--- src/rtl/bias_apply_1_pkg.sv ---
// ---------------------------------------------------------------------------
// bias_apply_1_pkg
// Shared layer-1 sizes, data widths and FSM state encoding for the bias
// consumer and its saturating-add datapath.
// ---------------------------------------------------------------------------
package bias_apply_1_pkg;

   localparam int KERN_S_K_1  = 16;   // output channels / bias words per set
   localparam int PIXELS_1    = 16;   // output pixels per frame
   localparam int COEFF_WIDTH = 16;   // bias word width (signed)
   localparam int ACC_WIDTH   = 32;   // accumulator width (signed)
   localparam int OUT_WIDTH   = 16;   // result width (signed)

   localparam logic [0:0] ST_LOAD = 1'b0;
   localparam logic [0:0] ST_RUN  = 1'b1;

   // Counter width for an index running 0..n-1; never narrower than one bit.
   function automatic int idx_width(input int n);
      return (n > 1) ? $clog2(n) : 1;
   endfunction

endpackage

--- src/rtl/bias_apply_1_sat.sv ---
// ---------------------------------------------------------------------------
// bias_sat_add
// Combinational datapath: sign-extend accumulator and bias to ACC_W+1 bits,
// add, arithmetic right shift by SHIFT, then saturate to signed OUT_W.
// Ports:
//   acc_i  [ACC_W-1:0]   signed accumulator
//   bias_i [COEFF_W-1:0] signed bias
//   res_o  [OUT_W-1:0]   saturated signed result
// Assumes COEFF_W <= ACC_W and OUT_W <= ACC_W.
// ---------------------------------------------------------------------------
module bias_sat_add
   import bias_apply_1_pkg::*;
#(
   parameter int ACC_W   = ACC_WIDTH,
   parameter int COEFF_W = COEFF_WIDTH,
   parameter int OUT_W   = OUT_WIDTH,
   parameter int SHIFT   = 0
) (
   input  logic [ACC_W-1:0]   acc_i,
   input  logic [COEFF_W-1:0] bias_i,
   output logic [OUT_W-1:0]   res_o
);

   // Saturation bounds expressed at the full ACC_W+1 sum width.
   localparam logic signed [ACC_W:0] SAT_MAX =
      {{(ACC_W - OUT_W + 2){1'b0}}, {(OUT_W - 1){1'b1}}};
   localparam logic signed [ACC_W:0] SAT_MIN =
      {{(ACC_W - OUT_W + 2){1'b1}}, {(OUT_W - 1){1'b0}}};

   logic signed [ACC_W:0] sum_s;
   logic signed [ACC_W:0] shifted_s;

   // One extra bit of headroom makes the add itself overflow-free.
   always_comb begin
      sum_s     = $signed({acc_i[ACC_W-1], acc_i})
                + $signed({{(ACC_W + 1 - COEFF_W){bias_i[COEFF_W-1]}}, bias_i});
      shifted_s = sum_s >>> SHIFT;
   end

   // Clamp the shifted sum into the signed OUT_W range.
   always_comb begin
      if (shifted_s > SAT_MAX) begin
         res_o = SAT_MAX[OUT_W-1:0];
      end else if (shifted_s < SAT_MIN) begin
         res_o = SAT_MIN[OUT_W-1:0];
      end else begin
         res_o = shifted_s[OUT_W-1:0];
      end
   end

endmodule

--- src/rtl/bias_apply_1.sv ---
// ---------------------------------------------------------------------------
// bias_apply_1
// Layer-1 bias consumer. In LOAD it drains KERN bias words from the bias FIFO
// into a flop bank; in RUN it adds bank[ch] to each channel-interleaved
// accumulator, rescales/saturates it and registers the result downstream.
// After PIXELS*KERN accumulators it returns to LOAD for the next bias set.
// Ports:
//   ap_clk, ap_rst_n                          clock, async active-low reset
//   bias_V_dout/_empty_n/_read                bias FIFO read side
//   acc_V_dout/_empty_n/_read                 accumulator FIFO read side
//   result_V_din/_full_n/_write               result FIFO write side
//   frame_done                                pulse when last frame result is written
// ---------------------------------------------------------------------------
module bias_apply_1
   import bias_apply_1_pkg::*;
#(
   parameter int KERN    = KERN_S_K_1,
   parameter int PIXELS  = PIXELS_1,
   parameter int COEFF_W = COEFF_WIDTH,
   parameter int ACC_W   = ACC_WIDTH,
   parameter int OUT_W   = OUT_WIDTH,
   parameter int SHIFT   = 0
) (
   input  logic               ap_clk,
   input  logic               ap_rst_n,
   input  logic [COEFF_W-1:0] bias_V_dout,
   input  logic               bias_V_empty_n,
   output logic               bias_V_read,
   input  logic [ACC_W-1:0]   acc_V_dout,
   input  logic               acc_V_empty_n,
   output logic               acc_V_read,
   output logic [OUT_W-1:0]   result_V_din,
   input  logic               result_V_full_n,
   output logic               result_V_write,
   output logic               frame_done
);

   localparam int CH_W  = idx_width(KERN);
   localparam int PIX_W = idx_width(PIXELS);

   localparam logic [CH_W-1:0]  CH_LAST  = CH_W'(KERN - 1);
   localparam logic [CH_W-1:0]  CH_ONE   = CH_W'(1);
   localparam logic [CH_W-1:0]  CH_ZERO  = {CH_W{1'b0}};
   localparam logic [PIX_W-1:0] PIX_LAST = PIX_W'(PIXELS - 1);
   localparam logic [PIX_W-1:0] PIX_ONE  = PIX_W'(1);
   localparam logic [PIX_W-1:0] PIX_ZERO = {PIX_W{1'b0}};

   logic [0:0]         state_q, state_d;
   logic [CH_W-1:0]    ld_idx_q, ld_idx_d;
   logic [CH_W-1:0]    ch_q, ch_d;
   logic [PIX_W-1:0]   pix_q, pix_d;
   logic [COEFF_W-1:0] bank_q [KERN];
   logic               out_valid_q;
   logic               last_q;        // output register holds the frame's final result
   logic [OUT_W-1:0]   result_q;

   logic               bias_rd_s;
   logic               acc_rd_s;
   logic               frame_end_s;
   logic [OUT_W-1:0]   sat_s;

   // FIFO pop strobes: combinational from state and flags, no lookahead.
   always_comb begin
      bias_rd_s = 1'b0;
      acc_rd_s  = 1'b0;
      case (state_q)
         ST_LOAD: bias_rd_s = bias_V_empty_n;
         // Accept only if the output register is free or draining this cycle.
         ST_RUN:  acc_rd_s  = acc_V_empty_n & (~out_valid_q | result_V_full_n);
         default: begin
            bias_rd_s = 1'b0;
            acc_rd_s  = 1'b0;
         end
      endcase
   end

   assign frame_end_s = (ch_q == CH_LAST) && (pix_q == PIX_LAST);

   // Next-state for FSM and the load/channel/pixel counters.
   always_comb begin
      state_d  = state_q;
      ld_idx_d = ld_idx_q;
      ch_d     = ch_q;
      pix_d    = pix_q;
      case (state_q)
         ST_LOAD: begin
            if (bias_rd_s) begin
               if (ld_idx_q == CH_LAST) begin
                  ld_idx_d = CH_ZERO;
                  state_d  = ST_RUN;
               end else begin
                  ld_idx_d = ld_idx_q + CH_ONE;
               end
            end else begin
               ld_idx_d = ld_idx_q;
            end
         end
         ST_RUN: begin
            if (acc_rd_s) begin
               if (ch_q == CH_LAST) begin
                  ch_d = CH_ZERO;
                  if (pix_q == PIX_LAST) begin
                     pix_d   = PIX_ZERO;
                     state_d = ST_LOAD;
                  end else begin
                     pix_d = pix_q + PIX_ONE;
                  end
               end else begin
                  ch_d = ch_q + CH_ONE;
               end
            end else begin
               ch_d = ch_q;
            end
         end
         default: state_d = ST_LOAD;
      endcase
   end

   // FSM and counter registers.
   always_ff @(posedge ap_clk or negedge ap_rst_n) begin
      if (!ap_rst_n) begin
         state_q  <= ST_LOAD;
         ld_idx_q <= CH_ZERO;
         ch_q     <= CH_ZERO;
         pix_q    <= PIX_ZERO;
      end else begin
         state_q  <= state_d;
         ld_idx_q <= ld_idx_d;
         ch_q     <= ch_d;
         pix_q    <= pix_d;
      end
   end

   // Bias bank: one write port from the bias FIFO; contents need no reset.
   always_ff @(posedge ap_clk) begin
      if (bias_rd_s) begin
         bank_q[ld_idx_q] <= bias_V_dout;
      end
   end

   bias_sat_add #(
      .ACC_W   (ACC_W),
      .COEFF_W (COEFF_W),
      .OUT_W   (OUT_W),
      .SHIFT   (SHIFT)
   ) u_sat (
      .acc_i  (acc_V_dout),
      .bias_i (bank_q[ch_q]),
      .res_o  (sat_s)
   );

   // Output register: reload on accept, otherwise empty once the write is taken.
   always_ff @(posedge ap_clk or negedge ap_rst_n) begin
      if (!ap_rst_n) begin
         out_valid_q <= 1'b0;
         last_q      <= 1'b0;
         result_q    <= {OUT_W{1'b0}};
      end else if (acc_rd_s) begin
         out_valid_q <= 1'b1;
         last_q      <= frame_end_s;
         result_q    <= sat_s;
      end else if (out_valid_q && result_V_full_n) begin
         out_valid_q <= 1'b0;
         last_q      <= 1'b0;
      end
   end

   assign bias_V_read    = bias_rd_s;
   assign acc_V_read     = acc_rd_s;
   assign result_V_din   = result_q;
   assign result_V_write = out_valid_q;
   assign frame_done     = out_valid_q & last_q & result_V_full_n;

endmodule

--- config.mk ---
export PLATFORM = sky130hd
export DESIGN_NAME = bias_apply_1
export DESIGN_NICKNAME = d
export VERILOG_FILES = /design/src/rtl/bias_apply_1_pkg.sv /design/src/rtl/bias_apply_1_sat.sv /design/src/rtl/bias_apply_1.sv
export SDC_FILE = /design/constraint.sdc
export NUM_CORES = 1
export LEC_CHECK = 0
export CAP_MARGIN = 20
export CORE_MARGIN = 2
export CORE_UTILIZATION = 65
export CTS_CLUSTER_DIAMETER = 60
export DETAILED_ROUTE_END_ITERATION = 10
export PLACE_DENSITY = 0.92
export SKIP_CTS_REPAIR_TIMING = 1
export SLEW_MARGIN = 20
export SYNTH_ARGS = -nofsm -noshare
export SYNTH_HDL_FRONTEND = slang
export SYNTH_SLANG_ARGS = --single-unit
--- constraint.sdc ---
create_clock -name ap_clk -period 10 [get_ports ap_clk]
set_clock_uncertainty 0.05 [all_clocks]
set_input_delay 1 -clock ap_clk [delete_from_list [all_inputs] [get_ports ap_clk]]
set_output_delay 1 -clock ap_clk [all_outputs]
set_load 0.005 [all_outputs]
# Word-level counts from Yosys, hierarchy flattened

Memory sizes are Yosys's and may differ from the RTL's.
Cells that the tools add are included.

Bitwise operators: 6
Reduce and logical (&&, ||, !) cells: 6
Order comparisons: 2
Mux-type cells: 18
Eq/ne operators: 3
Add/sub/neg operators: 4

Operator list:

| kind                                                             | number |
|---|---|
| adder 32 x 16 -> 33 bit                                          | 1 |
| greater-than comparator 33 x 16 -> 1 bit (second input constant) | 1 |
| less-than comparator 33 x 16 -> 1 bit (second input constant)    | 1 |
| 2-to-1 mux 16 bit                                                | 2 |
| adder 4 x 1 -> 4 bit (second input constant)                     | 3 |
| == test 4 bit (second input constant)                            | 3 |
| 2-to-1 mux 1 bit                                                 | 12 |
| 2-to-1 mux 4 bit                                                 | 3 |
| AND reduction 2 bit                                              | 2 |
| bitwise AND 1 bit                                                | 3 |
| AND reduction 3 bit                                              | 1 |
| logical AND 1 bit                                                | 2 |
| inverter 1 bit                                                   | 2 |
| one-hot mux 1 bit (2 select lines)                               | 1 |
| nonzero test 2 bit                                               | 1 |
| bitwise OR 1 bit                                                 | 1 |

Memories: 1
Bits in registers: 31
Memory bits (writable): 256
Bits of input ports: 53
Logic and storage cells: 47
Output and inout bits: 20

Memory list:

| memory | depth | bits a word | rd ports | clocked after Yosys merged registers in | wr ports | line               | source |
|---|---|---|---|---|---|---|---|
| bank_q | 16    | 16          | 1        | 0                                       | 1        | bias_apply_1.sv:52 | `logic [COEFF_W-1:0] bank_q [KERN];` |

# Longest topological paths before layout

Depth after elaboration: 6
Gate-level depth with buffers: 19
Gate-level depth less buffers: 15

# Modules after synthesis

From an unflattened synthesis, not the netlist that was laid out.

Cells, all modules: 955
Area total of the unflattened synthesis: 14063.5 um^2

Modules (own cells, without submodules):

| module       | area each (um^2) | times used | cells each |
|---|---|---|---|
| bias_apply_1 | 11219.5          | 1          | 556 |
| bias_sat_add | 2844.0           | 1          | 399 |

# Least setup slack after synthesis

OpenSTA, ideal clock, no wires.

Kind: reg2reg
From: register ch_q[0]
To: register result_q[0] (netlist: result_V_din[0])
Arrival time: 5.583 ns
Clock period less this slack: 5.764 ns
Setup slack: 4.236 ns
Cell stages (with the launch flop): 18
Data required time: 9.819 ns
Setup time: 0.131 ns
Path through: dfrtp_1 > clkbuf_1 > buf_1 > buf_1 > mux4_2 > mux4_2 > ha_1 > a21o_1 > a211oi_1 > or3b_1 > a211oi_1 > nor2_1 > xor2_1 > a2111oi_1 > nand4b_1 > o32ai_2 > buf_6 > o22ai_2

Word-level cells in the longest chain between the ends: 5
Elaborated cells between the ends (all ways): 6
Those cells by class: 1 x add/sub; 2 x order compare; 2 x mux; 1 x memory

Ends and longest elaborated chain:

| element                               | line                   | source |
|---|---|---|
| from (decl)                           | bias_apply_1.sv:50     | `logic [CH_W-1:0] ch_q, ch_d;` |
| from (signal assigned)                | bias_apply_1.sv:129    | `ch_q <= ch_d;` |
| memory read (16 x 16 bit) *           | n/a                    |  |
| adder 32 x 16 -> 33 bit *             | bias_apply_1_sat.sv:36 | `+ $signed({{(ACC_W + 1 - COEFF_W){bias_i[COEFF_W-1]}}, bias_i});` |
| less-than comparator 33 x 16 -> 1 bit | bias_apply_1_sat.sv:44 | `end else if (shifted_s < SAT_MIN) begin` |
| 2-to-1 mux 16 bit                     | bias_apply_1_sat.sv:44 |  |
| 2-to-1 mux 16 bit *                   | bias_apply_1_sat.sv:42 | `if (shifted_s > SAT_MAX) begin` |
| to (signal assigned)                  | bias_apply_1.sv:157    | `result_q <= {OUT_W{1'b0}};` |
| to (signal assigned)                  | bias_apply_1.sv:161    | `result_q <= sat_s;` |
| to (decl)                             | bias_apply_1.sv:55     | `logic [OUT_W-1:0] result_q;` |

Mark *: on every way between the ends. The rest lies on a longest branch, timed or not.
A chain may end at the register's enable or synchronous reset.

# Worst setup path in the final report

From: register ch_q[0]
To: register result_q[5] (netlist: result_V_din[5])

Same word-level chain as after synthesis.

==> qor.txt <==
Outcome = completed
Largest cells by area after synthesis = edfxtp_1 (59%), mux4_2 (14%), dfrtp_1 (5.9%), ha_1 (3.6%), o21ai_0 (1.5%)
Worst Hold Class = flop to flop
Clk buf depth = 3
Ratio of cells with drive above 1 in the final layout = 17.8%
Synth Flop Type = edfxtp_1
Unrepaired setup endpoints after global routing = false
Clk_lat worst skew = 0.56 ns
# rows = 51
Top-area cell type share of the netlist area = 58.7%
Drt drc = 0
F_max = 167 MHz
Maximum VDD drop = 0.000165 V
Slew Limit Headroom = 20.9%
Post-Syn Area per Cell = 16.6 µm²
Pwr/cell area = 327 nW/µm²
Global-route wire length before repair = 47800 µm
Syn_nets = 881
Die Wd = 146 µm
Initial antenna violation count = 1
P_leak = 5.07 nW
Netlist cell types = 65
Die Ht = 146 µm
Most frequent cells after synthesis = edfxtp_1 (256), mux4_2 (80)
Ys Warns = 0
CTS tree = yes
Placement Cell Area = 14100 µm²
Final Hold Viols = 0
Antenna viol nets, final = 0
Accumulated negative setup slack = 0 ns
Vias per Instance = 6.77
Synth Area in XOR/XNOR = 1.94%
Startpoint Class = flop
Leading area contributor after synthesis = edfxtp_1
CP arrival = 6.34 ns
CP max stage delay = 0.69 ns
Total Die Area = 21300 µm²
Fin. max-slew vios = 0
Fill count = 1111
Starting Density = 66.8%
Syn Std Cell Area = 13100 µm²
Synth Area in Compound Gates = 8.25%
Final setup violation count = 0
Worst setup margin = 3.99 ns
CP cell instances = buf_6 > mux4_2 > mux4_2 > ha_1 > a21o_1 > a211oi_1 > or3b_1 > a211oi_1 > nor2_1 > xor2_1 > a2111oi_1 > nand4b_1 > o32ai_2 > buf_4 > o22ai_1
Placeable core area = 19600 µm²
Least-Margin Pin Slew = 1.19 ns
Via count = 7803
Mapped Cells = 789
Multiplexer area fraction after synthesis = 13.9%
Syn-to-layout area delta = 13.8%
Clock transition time at the flip-flop clock pins of the worst setup and hold paths = 0.07 ns
Slowest CP cell = mux4_2
WL per Instance = 27.9 µm
Pin count of the biggest net entering global routing = 59
Port Buf Inserts = 72
Post-synth EDFFs = 256
Adder-Cell Fraction of Synth Area = 3.78%
Final non-filler cell total = 1153
HPWL after DPL = 19200 µm
Top-count cell post-synth = edfxtp_1
Synth async-reset ratio = 10.8%
Period minus WS final = 6.01 ns
Max cap viols = 0
Pre-CTS setup slack = 3.75 ns
Vias in the first global route = 7966
Final worst path period share = 60.1%
Critical Path Fanout Max = 55
GRT Total Usage = 30.4%
# clock sinks = 287
Sequential area share after synthesis = 64.6%
Nets = 957
Dpl cells = 1100
DR pass1 iterations = 5
GP Congestion = 0.910
Crit. End Element = flop
Design area = 14900 µm²
Kind of critical path = flop to flop
GRT overflow = 0
Synthesized flop and latch total = 287
Routed Wire Length = 32200 µm
Largest family of logic cells by synthesized area = multiplexers
Number of DRC markers in iteration 0 = 914
Clock Tree Root = clkbuf_16
Post-synthesis simple-gate area fraction = 6.02%
I/O pins = 73
WHS = 0.453 ns
Crit path required time = 10.33 ns
# H-tree levels = 1
CTS Buf Count = 28
[layer usage]
metal / up-vias / GRT usage [%] / share of wire (%)
li1: 3338 / - / -
met2: 466 / 54.9 / 52
met3: 83 / 5.42 / 8.4
met1: 3916 / 36.8 / 35
met5: - / 0 / 0
met4: 0 / 11.1 / 3.9
[final timing paths]
kind                            depth (start not counted)  slack (ns)  startpoint              end
worst max-delay path                                   15        3.99     ch_q[0]  result_V_din[5]
min in group asynchronous                               2        0.83    ap_rst_n  result_V_din[1]
max in group asynchronous                               2        8.72    ap_rst_n          ch_q[0]
worst min register to register                          1        0.45    pix_q[3]         pix_q[3]
worst min-delay path                                    1        0.45    pix_q[3]         pix_q[3]
worst max register to register                         15        3.99     ch_q[0]  result_V_din[5]
[final cells by class]
type / count / area (µm²) / area share [%]
clock buffers: 33 / 729 / 4.89
diodes: 1 / 2.50 / 0.0168
flip-flops and latches: 287 / 8470 / 56.8
repair buffers: 78 / 769 / 5.16
inverters: 12 / 45.0 / 0.302
well taps: 265 / 332 / 2.22
clock inverters: 19 / 114 / 0.764
multi-input cells: 458 / 4450 / 29.8
[cell families after synthesis]
logic type | Yosys count
compound gates | 154
flops | 287
xor+xnor | 29
buf+inv | 44
mux | 82
simple gates | 154
fa+ha+maj | 39
[state kept, by name, summed over array words and instances (netlist names)]
| register | count |
|---|---|
| ch_q | 4 |
| pix_q | 4 |
| last_q | 1 |
| result_V_write | 1 |
| ld_idx_q | 4 |
| result_V_din | 16 |
| state_q | 1 |
| bank_q | 256 |
[power by group]
group | total [mW] | switching, mW | internal (mW)
Sequential | 1.53 | 0.0990 | 1.44
Combinational | 2.36 | 1.33 | 1.03
Clock | 0.980 | 0.455 | 0.525
Total | 4.87 | 1.88 | 2.99
[per-stage QoR]
| step | util (%) | power [mW] |
|---|---|---|
| floorplan | - | 3.29 |
| global placement | 71.7 | 3.74 |
| detailed placement | 71.7 | 3.83 |
| CTS | 76.0 | 4.84 |
| global route | 76.1 | 5.10 |
| finish | 76.1 | 4.87 |
[placed cells by master (no fill, tap or decap), drive strengths merged, types with 3 or more instances in the layout]
master         Yosys  layout
a211o              4       4
a211oi             6       6
a21o              17      17
a21oi             39      39
and2              19      19
and3               7       7
buf               14       6
clkbuf            18      33
clkdlybuf4s50      0      72
clkinv             0      17
dfrtp             31      31
edfxtp           256     256
ha                38      38
inv               12      13
mux4              80      80
nand2             39      39
nand2b             5       5
nand3             12      12
nand4              9       9
nor2              38      38
nor2b              3       3
nor3               5       5
o211ai             3       3
o21a               7       7
o21ai             42      42
o22ai             16      16
or2                4       4
or3                4       4
xnor2             17      17
xor2              12      12
[critical path, delay by kind of cell, from the launching register on]
family	cells	cell delay, ns
compound gates	6	1.59
xor+xnor	1	0.17
fa+ha+maj	1	0.46
buf+inv	2	0.93
flops	1	0.59
mux	2	1.31
simple gates	3	0.65
Power figures use the tool's default switching activity.
